<file path="src/rtl/hazard_ctrl.sv">
// Pipeline hazard controller for the 5-stage RV32I core: stall/flush generation,
// EX-stage forwarding selects, and instruction/data memory wait tracking.
module hazard_ctrl #(
  parameter int unsigned REG_AW       = 5,
  parameter int unsigned DMEM_TIMEOUT = 256
) (
  input  logic              clk,
  input  logic              rst_n,
  input  logic [REG_AW-1:0] rs1_d,
  input  logic [REG_AW-1:0] rs2_d,
  input  logic [REG_AW-1:0] rs1_e,
  input  logic [REG_AW-1:0] rs2_e,
  input  logic [REG_AW-1:0] rd_e,
  input  logic [REG_AW-1:0] rd_m,
  input  logic [REG_AW-1:0] rd_w,
  input  logic              regwrite_m,
  input  logic              regwrite_w,
  input  logic              memtoreg_e,
  input  logic              pcsrc_e,
  input  logic              imem_ready,
  input  logic              dmem_req_m,
  input  logic              dmem_ready,
  output logic              stall_f,
  output logic              stall_d,
  output logic              stall_e,
  output logic              stall_m,
  output logic              flush_d,
  output logic              flush_e,
  output logic              flush_w,
  output logic [1:0]        fwd_a_e,
  output logic [1:0]        fwd_b_e,
  output logic              dmem_timeout
);

  localparam int unsigned CW = $clog2(DMEM_TIMEOUT + 1);

  typedef enum logic [1:0] {RUN, DWAIT, TIMEOUT} state_t;

  state_t          state, state_nx;
  logic [CW-1:0]   wait_cnt, wait_cnt_nx;
  logic            drop_pending, drop_nx;
  logic            timeout_nx;
  logic            mem_stall, lw_stall, if_wait;

  function automatic logic [1:0] fwd_sel(
    input logic [REG_AW-1:0] rs,
    input logic              we_m,
    input logic [REG_AW-1:0] dst_m,
    input logic              we_w,
    input logic [REG_AW-1:0] dst_w
  );
    if (we_m && dst_m != '0 && dst_m == rs)      return 2'b10;
    else if (we_w && dst_w != '0 && dst_w == rs) return 2'b01;
    else                                         return 2'b00;
  endfunction

  assign mem_stall = dmem_req_m && !dmem_ready && (state != TIMEOUT);
  assign lw_stall  = memtoreg_e && rd_e != '0 && (rd_e == rs1_d || rd_e == rs2_d);
  assign if_wait   = !imem_ready;

  always_ff @(posedge clk or negedge rst_n) begin
    if (!rst_n) begin
      state        <= RUN;
      wait_cnt     <= '0;
      drop_pending <= 1'b0;
      dmem_timeout <= 1'b0;
    end else begin
      state        <= state_nx;
      wait_cnt     <= wait_cnt_nx;
      drop_pending <= drop_nx;
      dmem_timeout <= timeout_nx;
    end
  end

  always_comb begin
    state_nx    = state;
    wait_cnt_nx = wait_cnt;
    timeout_nx  = dmem_timeout;
    case (state)
      RUN: begin
        if (mem_stall) begin
          state_nx    = DWAIT;
          wait_cnt_nx = CW'(1);
        end
      end
      DWAIT: begin
        if (dmem_ready) begin
          state_nx    = RUN;
          wait_cnt_nx = '0;
        end else if (wait_cnt == CW'(DMEM_TIMEOUT - 1)) begin
          state_nx   = TIMEOUT;
          timeout_nx = 1'b1;
        end else begin
          wait_cnt_nx = wait_cnt + CW'(1);
        end
      end
      TIMEOUT: timeout_nx = 1'b1;
      default: state_nx = RUN;
    endcase

    // a redirect while the fetch is outstanding always implies imem_ready=0, so set wins
    if (pcsrc_e && if_wait && !mem_stall) drop_nx = 1'b1;
    else if (imem_ready)                  drop_nx = 1'b0;
    else                                  drop_nx = drop_pending;
  end

  always_comb begin
    stall_f = 1'b0;
    stall_d = 1'b0;
    stall_e = 1'b0;
    stall_m = 1'b0;
    flush_d = 1'b0;
    flush_e = 1'b0;
    flush_w = 1'b0;
    fwd_a_e = 2'b00;
    fwd_b_e = 2'b00;
    if (!rst_n) begin
      flush_d = 1'b1;
      flush_e = 1'b1;
      flush_w = 1'b1;
    end else begin
      fwd_a_e = fwd_sel(rs1_e, regwrite_m, rd_m, regwrite_w, rd_w);
      fwd_b_e = fwd_sel(rs2_e, regwrite_m, rd_m, regwrite_w, rd_w);
      if (mem_stall) begin
        stall_f = 1'b1;
        stall_d = 1'b1;
        stall_e = 1'b1;
        stall_m = 1'b1;
        flush_w = 1'b1;
      end else if (pcsrc_e) begin
        flush_d = 1'b1;
        flush_e = 1'b1;
      end else if (lw_stall) begin
        stall_f = 1'b1;
        stall_d = 1'b1;
        flush_e = 1'b1;
      end else if (if_wait) begin
        stall_f = 1'b1;
        flush_d = 1'b1;
      end else if (drop_pending) begin
        flush_d = 1'b1;
      end
    end
  end

endmodule

</file>
<file path="config.mk">
export PLATFORM = sky130hd
export DESIGN_NAME = hazard_ctrl
export DESIGN_NICKNAME = d
export VERILOG_FILES = /design/src/rtl/hazard_ctrl.sv
export SDC_FILE = /design/constraint.sdc
export NUM_CORES = 1
export LEC_CHECK = 0
export BUFFER_PORTS_ARGS = -buffer_cell sky130_fd_sc_hd__buf_4
export CORE_ASPECT_RATIO = 0.7
export CORE_UTILIZATION = 41
export CTS_CLUSTER_DIAMETER = 100
export DETAILED_ROUTE_END_ITERATION = 10
export HOLD_SLACK_MARGIN = 0.15
export PLACE_DENSITY_LB_ADDON = 0.12
export SLEW_MARGIN = 20
export SYNTH_ARGS = -nofsm -noshare
export SYNTH_HDL_FRONTEND = slang
export SYNTH_SLANG_ARGS = --single-unit
</file>
<file path="constraint.sdc">
create_clock -name clk -period 2 [get_ports clk]
set_clock_uncertainty 0.2 [all_clocks]
set_input_delay 0.3 -clock clk [delete_from_list [all_inputs] [get_ports clk]]
set_output_delay 0.3 -clock clk [all_outputs]
set_load 0.05 [all_outputs]
</file>
* After elaboration in Yosys (flattened, before gate mapping) *
Cells that the tools add are included.

storage, ports and cells
  register bits after elaboration = 13
  output and inout port bits = 12
  logic and storage cells = 87

cells by class
  $add $sub $neg = 1
  equal/unequal tests = 15
  mux-type cells = 40
  bitwise gates (word level) = 1
  reductions and logical operators = 26

operator list
  kind                   number
  $eq A5 B5 Y1           6
  $mux W1                27
  $mux W9                3
  $pmux W9 S2            1
  $reduce_bool A5 Y1     3
  $mux W2                7
  $logic_and A1 B1 Y1    12
  $add A9 B1 Y9 const B  1
  $eq A9 B8 Y1 const B   1
  $reduce_and A3 Y1      3
  $ne A2 B2 Y1 const B   4
  $ne A3 B3 Y1 const B   2
  $pmux W2 S3            1
  $reduce_bool A2 Y1     3
  $logic_not A1 Y1       3
  $eq A2 B1 Y1 const B   1
  $eq A2 B2 Y1 const B   1
  $logic_not A2 Y1       1
  $pmux W1 S2            1
  $logic_or A1 B1 Y1     1
  $not A1 Y1             1

* Logic depth before layout (Yosys ltp) *
  depth after elaboration = 7
  gate-level depth with buffers = 10

* Least setup slack after synthesis *
No wires, ideal clock.

  path type = input to output
  start = input port rd_m[1]
  end = output port fwd_a_e[0]
  arrival = 2023 ps
  data required time = 1500 ps
  slack = -523 ps
  cell stages on the path = 4
  cells stage by stage = or4_1 -> o21ai_2 -> nor4_1 -> nor4_2

between the ends
  longest elaborated chain between the ends = 5
  elaborated cells between the ends (all ways) = 6

ends and longest elaborated chain
  item                     RTL line  source
  start, declared          14        input logic [REG_AW-1:0] rd_m,
  $reduce_bool A5 Y1       52        if (we_m && dst_m != '0 && dst_m == rs) return 2'b10;
  $logic_and A1 B1 Y1      52
  $logic_and A1 B1 Y1 (*)  52
  $mux W2 (*)              52
  $mux W2 (*)              117       if (!rst_n) begin
  end, declared            30        output logic [1:0] fwd_a_e,

Every way passes the cells marked *; elsewhere a longest branch is shown, timed or not.

* Worst setup path after layout *
  start = register wait_cnt[0]
  end = register wait_cnt[4]

between the ends
  longest elaborated chain between the ends = 4
  elaborated cells between the ends (all ways) = 7

ends and longest elaborated chain
  item                    RTL line  source
  start, declared         40        logic [CW-1:0] wait_cnt, wait_cnt_nx;
  start signal, assigned  69        wait_cnt <= wait_cnt_nx;
  $add A9 B1 Y9           94        wait_cnt_nx = wait_cnt + CW'(1);
  $mux W9                 90        end else if (wait_cnt == CW'(DMEM_TIMEOUT - 1)) begin
  $mux W9                 87        if (dmem_ready) begin
  $pmux W9 S2             79        case (state)

Parallel ways exist; a longest one is shown, timed or not. The select of a mux whose other input is x is not followed.
A chain may end at the register's enable or synchronous reset.

==> results.py <==
metrics = {
    "sta": {
        "fin_ws_ps": -318,
        "setup_viol": 19,
        "relSlewSlack": 0.579,
        "fin_crit_sh": 1.16,
        "period_needed_ps": 2320,
        "finalHoldViolations": 0,
        "timing.hold.ws_ps": 165,
        "drv_slew": 0,
        "timing.fmax_mhz": 431,
        "tightestPinTransition_ps": 629,
        "rsz0062_at_grt": "true",
    },
    "placed_design": {
        "place_hpwl_um": 2820,
        "place_area_mm2": 0.00176,
        "io_buffers": 55,
        "place.gp.congestion": 0.854,
    },
    "routing": {
        "vias": 1491,
        "met1_length_um": 2070,
        "route.top_layer_used": "met4",
        "vias_per_cell": 5.82,
        "drt-total-wl_um": 5380,
        "avgRoutedWirePerCell_um": 21.0,
        "post-route-drc-count": 0,
        "drtAntennaViolNets": 0,
        "met2WireLength_um": 2550,
        "wl_met3_um": 397,
        "drtIter0Drc": 93,
        "drt_first_pass_iters": 4,
    },
    "yosys": {
        "syn-cell-area_mm2": 0.00112,
        "yosysTopAreaCell": "dfrtp_1",
        "yosysWarnings": 0,
        "synth_seq_cells": 13,
        "ys_top_cells_by_area": "dfrtp_1, xor2_1, xnor2_1",
        "synth.avg_cell_area_um2": 8.46,
        "ys_seq_area_frac": 0.289,
        "synthesis.nets": 179,
        "synth_top_cell_area_share": 0.289,
        "synth_cells": 133,
        "ys_types": 37,
    },
    "cts": {
        "cts_root_buf": "clkbuf_8",
        "ctsHtreeMaxLevel": 1,
        "cts_tree": "built",
        "cts_buffers": 3,
        "clk_pin_slew_ps": 60,
        "clock_latency_ps": 260,
        "cts.sinks": 13,
        "cts_max_path_buffers": 2,
    },
    "floorplan": {
        "die_y_um": 45.8,
        "core-area_mm2": 0.00253,
        "die_area_mm2": 0.00296,
        "rows": 15,
        "ios": 56,
        "start_util": 0.444,
        "fp.dieW_um": 64.6,
    },
    "power_and_ir_drop": {
        "leakage_nw": 1.00,
        "peakVddDrop_mv": 0.251,
        "finalPower_mw": 0.936,
        "power_density_mw_per_mm2": 422,
    },
    "finish": {
        "design_area_mm2": 0.00222,
        "fin_nets": 269,
        "fillers": 116,
        "synthToLayoutAreaGrowth_pct": 97.2,
        "antenna_cells": 0,
        "drive_gt1_frac": 0.568,
    },
    "grt": {
        "grt_max_degree": 14,
        "grt_usage": 0.327,
        "antenna_found_initial": 0,
        "grt_pass1_wl_um": 6840,
        "gr-total-overflow": 0,
        "grt_pass1_vias": 1420,
    },
    "hold_path": {
        "hp-class": "input pin to register",
    },
    "critical_path": {
        "startpoint_type": "register",
        "crit_path_end_kind": "register",
        "crit_required_ps": 1930,
        "arrival_ps": 2250,
        "path_max_fanout": 5,
        "crit_type": "register to register",
    },
    "run_status": {
        "status": "finished with violations",
        "violations": "negative setup slack",
    },
    "run": {
        "max_cap_violations": 0,
    },
}
-- placed cells by master, fill, tap and decap left out, drive strengths merged --
| cell type | netlist | routed |
|---|---|---|
| xnor2 | 8 | 8 |
| a2111oi | 1 | 1 |
| a31oi | 1 | 1 |
| a21o | 1 | 1 |
| o211ai | 5 | 5 |
| nand4 | 1 | 1 |
| nor4 | 5 | 5 |
| or4 | 5 | 5 |
| nand3b | 1 | 1 |
| nand2b | 1 | 1 |
| xor2 | 24 | 24 |
| or3 | 2 | 2 |
| buf | 3 | 84 |
| mux2 | 1 | 1 |
| o31ai | 1 | 1 |
| o311a | 1 | 1 |
| dlygate4sd3 | 0 | 4 |
| nor2 | 13 | 13 |
| o21ai | 11 | 11 |
| and3 | 1 | 1 |
| ha | 2 | 2 |
| nand2 | 10 | 10 |
| a22oi | 1 | 1 |
| and2 | 3 | 3 |
| nor2b | 1 | 1 |
| a21oi | 2 | 2 |
| inv | 5 | 5 |
| or2 | 1 | 1 |
| a21bo | 1 | 1 |
| o21bai | 1 | 1 |
| nand3 | 4 | 4 |
| clkbuf | 0 | 4 |
| nor3 | 3 | 3 |
| dfrtp | 13 | 13 |
-- worst max-delay path, cell delays in order, from the launching register on --
cell and delay, ps:
dfrtp_1 400, ha_2 200, nand2_2 100, nor2_4 60
and3_4 150, ha_4 150, nand3b_1 80, o211ai_1 190
buf_4 230, buf_6 130, o21ai_1 190, o21ai_1 110
-- registers in the layout (all words and copies together), names as in the netlist --
signal        flops
wait_cnt          9
state             2
dmem_timeout      1
drop_pending      1
-- where the power goes --
| part | total (mW) | switching [mW] | leakage (nW) | internal, mW |
|---|---|---|---|---|
| Clock | 0.251 | 0.110 | 0.0228 | 0.142 |
| Sequential | 0.282 | 0.0105 | 0.175 | 0.272 |
| Combinational | 0.402 | 0.202 | 0.807 | 0.200 |
| Total | 0.936 | 0.323 | 1.00 | 0.613 |
-- routing by layer --
layer / up-vias / GRT usage
met5: - / 0
met4: 0 / 0.182
met3: 36 / 0.0725
met2: 102 / 0.575
met1: 709 / 0.379
li1: 644 / -
-- path summary, 6_finish.rpt --
check	to	cells after the start	from	slack (ps)
worst max register to register	wait_cnt[4]	11	wait_cnt[0]	-320
worst min register to register	dmem_timeout	1	dmem_timeout	280
worst min-delay path	state[0]	3	dmem_req_m	160
worst max-delay path	wait_cnt[4]	11	wait_cnt[0]	-320
min in group asynchronous	wait_cnt[1]	3	rst_n	550
max in group asynchronous	wait_cnt[3]	3	rst_n	640
-- cell type report --
type	count	area, µm²	area share
Clock buffer	4	45.0	0.0203
Inverter	5	18.8	0.00846
Multi-Input combinational cell	112	998	0.450
Timing Repair Buffer	88	788	0.355
Sequential cell	13	325	0.147
Tap cell	34	42.5	0.0192
-- logic make-up (layout without fill, tap and decap cells) --
kind of cell,Yosys count,after routing,synth area share
adders and majority gates,2,2,0.0222
AOI/OAI and AO/OA,26,26,0.152
and+or+nand+nor,51,51,0.245
xor gates and xnor gates,32,32,0.249
DFF,13,13,0.289
muxes,1,1,0.0100
buffers and inverters,8,97,0.0323
-- timing repair --
action	4_1_cts	5_1_grt
hold endpoints to repair	15	0
buffers inserted	7	3
setup endpoints to repair	17	20
cloned	0	0
gates resized for setup	56	17
hold buffers	4	0
pin swaps	23	15
-- synthesized netlist by cell type (all sizes together) --
cell,instances
a2111oi,1
a21bo,1
a21o,1
a21oi,2
a22oi,1
a31oi,1
and2,3
and3,1
buf,3
dfrtp,13
ha,2
inv,5
mux2,1
nand2,10
nand2b,1
nand3,4
nand3b,1
nand4,1
nor2,13
nor2b,1
nor3,3
nor4,5
o211ai,5
o21ai,11
o21bai,1
o311a,1
o31ai,1
or2,1
or3,2
or4,5
xnor2,8
xor2,24
-- per-stage QoR --
stage               worst slack [ps]  setup TNS, ps   util  cells
global placement                -217          -1630  0.693    238
global route                    -347          -3860  0.876    256
detailed placement              -234          -2430  0.693    238
CTS                             -117           -930  0.835    253
finish                          -318          -2890  0.876    256
floorplan                       -156           -485      -    133
Note: power is estimated with default switching activity, not from simulation.
